## config.mk

```make
export PLATFORM = sky130hd
export DESIGN_NAME = mux_2_1_flat
export DESIGN_NICKNAME = d
export VERILOG_FILES = /design/src/rtl/mux_2_1_if.sv /design/src/rtl/mux_2_1.sv /design/src/flat_wrapper.sv
export SDC_FILE = /design/constraint.sdc
export NUM_CORES = 1
export LEC_CHECK = 0
export CORE_ASPECT_RATIO = 0.7
export CORE_UTILIZATION = 32
export CTS_CLUSTER_DIAMETER = 30
export CTS_CLUSTER_SIZE = 28
export DETAILED_ROUTE_END_ITERATION = 8
export MAX_ROUTING_LAYER = met4
export PLACE_DENSITY = 0.95
export REMOVE_ABC_BUFFERS = 1
export SLEW_MARGIN = 40
export SYNTH_ARGS = -nofsm -noshare
export SYNTH_HDL_FRONTEND = slang
export SYNTH_SLANG_ARGS = --single-unit
```

## constraint.sdc

```tcl
create_clock -name clk -period 2.3 [get_ports clk]
set_clock_uncertainty 0.1 [all_clocks]
set_input_delay 0.46 -clock clk [delete_from_list [all_inputs] [get_ports clk]]
set_output_delay 0.46 -clock clk [all_outputs]
set_load 0.1 [all_outputs]
```

## src/rtl/mux_2_1_if.sv

```systemverilog
// mux_2_1_if: bundles the data/select inputs and the mux results of mux_2_1.
// Optional feature macro: MUX_2_1_STATS_EN adds the sw_cnt select-change counter.
// master = the side driving a/b/s, slave = the mux itself.

interface mux_2_1_if #(
    parameter int WIDTH = 32,
    parameter int CNT_W = 16
);

    logic [WIDTH-1:0] a;
    logic [WIDTH-1:0] b;
    logic             s;
    logic [WIDTH-1:0] out;
    logic [WIDTH-1:0] out_q;
    logic             sel_q;
`ifdef MUX_2_1_STATS_EN
    logic [CNT_W-1:0] sw_cnt;
`endif

    // Both widths must be at least one bit for the data path and counter to exist.
    if (WIDTH < 1 || CNT_W < 1) begin : g_param_check
        $error("mux_2_1_if: WIDTH and CNT_W must be at least 1");
    end

`ifdef MUX_2_1_STATS_EN
    modport master (
        output a,
        output b,
        output s,
        input  out,
        input  out_q,
        input  sel_q,
        input  sw_cnt
    );

    modport slave (
        input  a,
        input  b,
        input  s,
        output out,
        output out_q,
        output sel_q,
        output sw_cnt
    );
`else
    modport master (
        output a,
        output b,
        output s,
        input  out,
        input  out_q,
        input  sel_q
    );

    modport slave (
        input  a,
        input  b,
        input  s,
        output out,
        output out_q,
        output sel_q
    );
`endif

endinterface

```

## src/rtl/mux_2_1.sv

```systemverilog
// mux_2_1: 2:1 multiplexer with a combinational result plus registered copies
// of the result and of the select.
// Optional feature macro: MUX_2_1_STATS_EN adds a saturating counter (sw_cnt)
// of select changes, measured against the registered select.

module mux_2_1 #(
    parameter int WIDTH = 32,
    parameter int CNT_W = 16
) (
    input logic       clk,
    input logic       rst,
    mux_2_1_if.slave  bus
);

    logic [WIDTH-1:0] mux_val;
    logic [WIDTH-1:0] out_q_reg;
    logic             sel_q_reg;

    // Both widths must be at least one bit for the data path and counter to exist.
    if (WIDTH < 1 || CNT_W < 1) begin : g_param_check
        $error("mux_2_1: WIDTH and CNT_W must be at least 1");
    end

    // Pure combinational select; independent of clk and rst so it works with the clock stopped.
    always_comb begin
        mux_val = bus.s ? bus.b : bus.a;
    end

    assign bus.out = mux_val;

    // Capture the mux result and the select one cycle later; reset clears them without a clock.
    always_ff @(posedge clk or posedge rst) begin
        if (rst) begin
            out_q_reg <= '0;
            sel_q_reg <= 1'b0;
        end else begin
            out_q_reg <= mux_val;
            sel_q_reg <= bus.s;
        end
    end

    assign bus.out_q = out_q_reg;
    assign bus.sel_q = sel_q_reg;

`ifdef MUX_2_1_STATS_EN
    logic [CNT_W-1:0] cnt_reg;

    // Count edges where the live select differs from the registered one, saturating at all-ones.
    always_ff @(posedge clk or posedge rst) begin
        if (rst) begin
            cnt_reg <= '0;
        end else if ((bus.s != sel_q_reg) && (cnt_reg != {CNT_W{1'b1}})) begin
            cnt_reg <= cnt_reg + 1'b1;
        end
    end

    assign bus.sw_cnt = cnt_reg;
`endif

endmodule

```

## src/flat_wrapper.sv

```systemverilog
// flat-port wrapper written by rule: the top's interface ports become plain ports
module mux_2_1_flat 
#(
    parameter int WIDTH = 32,
    parameter int CNT_W = 16
)
  (clk, rst, bus_a, bus_b, bus_s, bus_out, bus_out_q, bus_sel_q);
  mux_2_1_if #(.WIDTH(WIDTH), .CNT_W(CNT_W)) bus_i ();
  input logic clk;
  input logic rst;
  input wire logic [$bits(bus_i.a)-1:0] bus_a;
  input wire logic [$bits(bus_i.b)-1:0] bus_b;
  input wire logic [$bits(bus_i.s)-1:0] bus_s;
  output wire logic [$bits(bus_i.out)-1:0] bus_out;
  output wire logic [$bits(bus_i.out_q)-1:0] bus_out_q;
  output wire logic [$bits(bus_i.sel_q)-1:0] bus_sel_q;
  assign bus_i.a = bus_a;
  assign bus_i.b = bus_b;
  assign bus_i.s = bus_s;
  assign bus_out = bus_i.out;
  assign bus_out_q = bus_i.out_q;
  assign bus_sel_q = bus_i.sel_q;
  mux_2_1 #(.WIDTH(WIDTH), .CNT_W(CNT_W)) u_core (.clk(clk), .rst(rst), .bus(bus_i));
endmodule
```

==> run summary <==
Status -> finished clean
H-tree level count -> 2
Most common cell after layout, fill and taps aside -> clkdlybuf4s50_1
Global placement routability congestion -> 0.700
Critical path type -> primary input to primary output
IO Port Bufs -> 131
Max-Cap Viols -> 0
Clk buf depth -> 2
GR Overflow Total -> 0
Root Driver -> clkbuf_8
CP Data Required Time -> 1.74 ns
Crit start category -> primary input
Post-Synth Adder-Cell Area -> 0%
Leakage -> 1.43 nW
Pwr/cell area -> 732 mW/mm²
Compound-Gate Fraction of Synth Area -> 0%
Area growth syn-to-layout -> 122%
Syn_area_per_cell -> 19.6 µm²
First-pass GRT wire length -> 6280 µm
Peak supply drop -> 0.424 mV
Post-route setup slack -> 0.260 ns
Final Power -> 2.23 mW
# resized after CTS -> 0
Register clock-pin slew on the reported worst setup and hold paths -> 0.06 ns
Register bit total from synthesis -> 33
Synth warnings -> 0
Largest net degree at the start of global routing -> 20
RSZ-0062 raised after global routing -> false
Crit path arrival time -> 1.48 ns
Simple-gate area share of the yosys netlist -> 0%
CP max stage delay -> 0.39 ns
Cell chain of the critical path -> buf_2 -> buf_12 -> mux2_2 -> buf_12
Most Frequent Cell on Critical Path -> buf_12
Rel. slew slack -> 81.2%
Vias -> 1150
Sequential element share of the synthesized area -> 60.1%
Hold Fails Final Rpt -> 0
Netlist cell types -> 6
Crit path time final -> 2.04 ns
Multiplexer share of the synthesized area -> 34.4%
Chip Width -> 80.3 µm
Post-Syn Area -> 0.00137 mm²
TritonCTS buffer count -> 5
DP Wirelength -> 3470 µm
CTS tree -> yes
Post-CTS Hold Buffers -> 0
Final Non-Filler Cells -> 261
Largest family of logic cells by synthesized area -> multiplexers
Worst slack, placed -> 0.258 ns
WHS -> 0.397 ns
Sink Count -> 33
Antenna diode count -> 0
Number of flip-flops in the largest register -> 32
Initial DRT Pass Iterations -> 2
Initial antenna violation count -> 0
Via/cell ratio -> 4.41
Final Cycle Share -> 88.7%
Maximum clock rate -> 490 MHz
Vias in the first global route -> 1294
Rows -> 19
Worst-Margin Slew -> 0.284 ns
Xor/xnor cell area share of the yosys netlist -> 0%
Routed len/inst -> 15.6 µm
Slew Viols, Final -> 0
Wirelength, routed -> 4070 µm
# Post-CTS Setup Buffers -> 0
Critical path's slowest cell -> mux2_2
Core ar. -> 0.00402 mm²
1st-iter DRT viols -> 12
Antenna viol nets, final -> 0
IO Pins -> 132
# setup viols final -> 0
Worst hold path class -> primary input to async pin
Worst Setup End Kind -> primary output
Dpl cells -> 253
Commonest cells after routing, fill and taps aside -> clkdlybuf4s50_1 (65), buf_4 (35), buf_12 (34), dfrtp_1 (33), mux2_4 (30)
Layout cells sized above 1 -> 51.2%
Crit path launch -> bus_s
Syn Inst Count -> 70
Die H -> 56.8 µm
Setup TNS -> 0 ns
Critical Path Fanout Max -> 13
# DRC -> 0
Layout net count -> 275
Initial Util -> 34.2%
Die area -> 0.00456 mm²
Tot GR Track Use -> 20.1%
[worst max-delay path, delay by kind of cell]
kind     cells  cell delay (ns)
mux          1             0.39
buf+inv      3             0.63
[Yosys cell counts]
cell type / instances / share of area [%]
mux2_2: 2 / 1.6
dfrtp_1: 33 / 60
mux2_4: 30 / 33
buf_6: 1 / 0.82
inv_1: 1 / 0.27
buf_12: 3 / 4.4
[per-stage QoR]
step | cell area [µm²] | util (%)
after global routing | 3050 | 75.8
final | 3050 | 75.8
after CTS | 3050 | 75.8
after global placement | 2970 | 73.8
after detailed placement | 2970 | 73.8
after floorplan | 1300 | -
[cell type report]
| type | count | area (µm²) |
|---|---|---|
| fillers | 258 | 971 |
| multi-input cells | 32 | 473 |
| inverters | 1 | 3.75 |
| clock buffers | 8 | 80.1 |
| well taps | 52 | 65.1 |
| flip-flops and latches | 33 | 826 |
| repair buffers | 135 | 1600 |
[where the power goes]
part	switching, mW	total (mW)	internal, mW	leakage [nW]
clock	0.196	0.411	0.215	0.0395
sequential	0.0121	0.636	0.624	0.385
combinational	0.789	1.18	0.394	1.01
total	0.997	2.23	1.23	1.43
[kinds of logic (layout without fill, tap and decap cells)]
logic type | count (synthesis) | count (layout)
flip-flops | 33 | 33
multiplexers | 32 | 32
buffers and inverters | 5 | 144
[worst paths after layout]
kind	endpoint
worst max-delay path	bus_out[29]
max in group asynchronous	u_core.bus.out_q[24]$_DFF_PP0_
min in group clk	u_core.bus.sel_q$_DFF_PP0_
worst min-delay path	u_core.bus.out_q[30]$_DFF_PP0_
[per-layer routing]
metal	track usage, %	vias up	wire [µm]
met4	8.42	0	28
met1	21.1	547	1510
li1	-	514	-
met2	35.7	86	2210
met3	5.04	3	318
met5	-	-	0
Note: power is estimated with default switching activity, not from simulation.
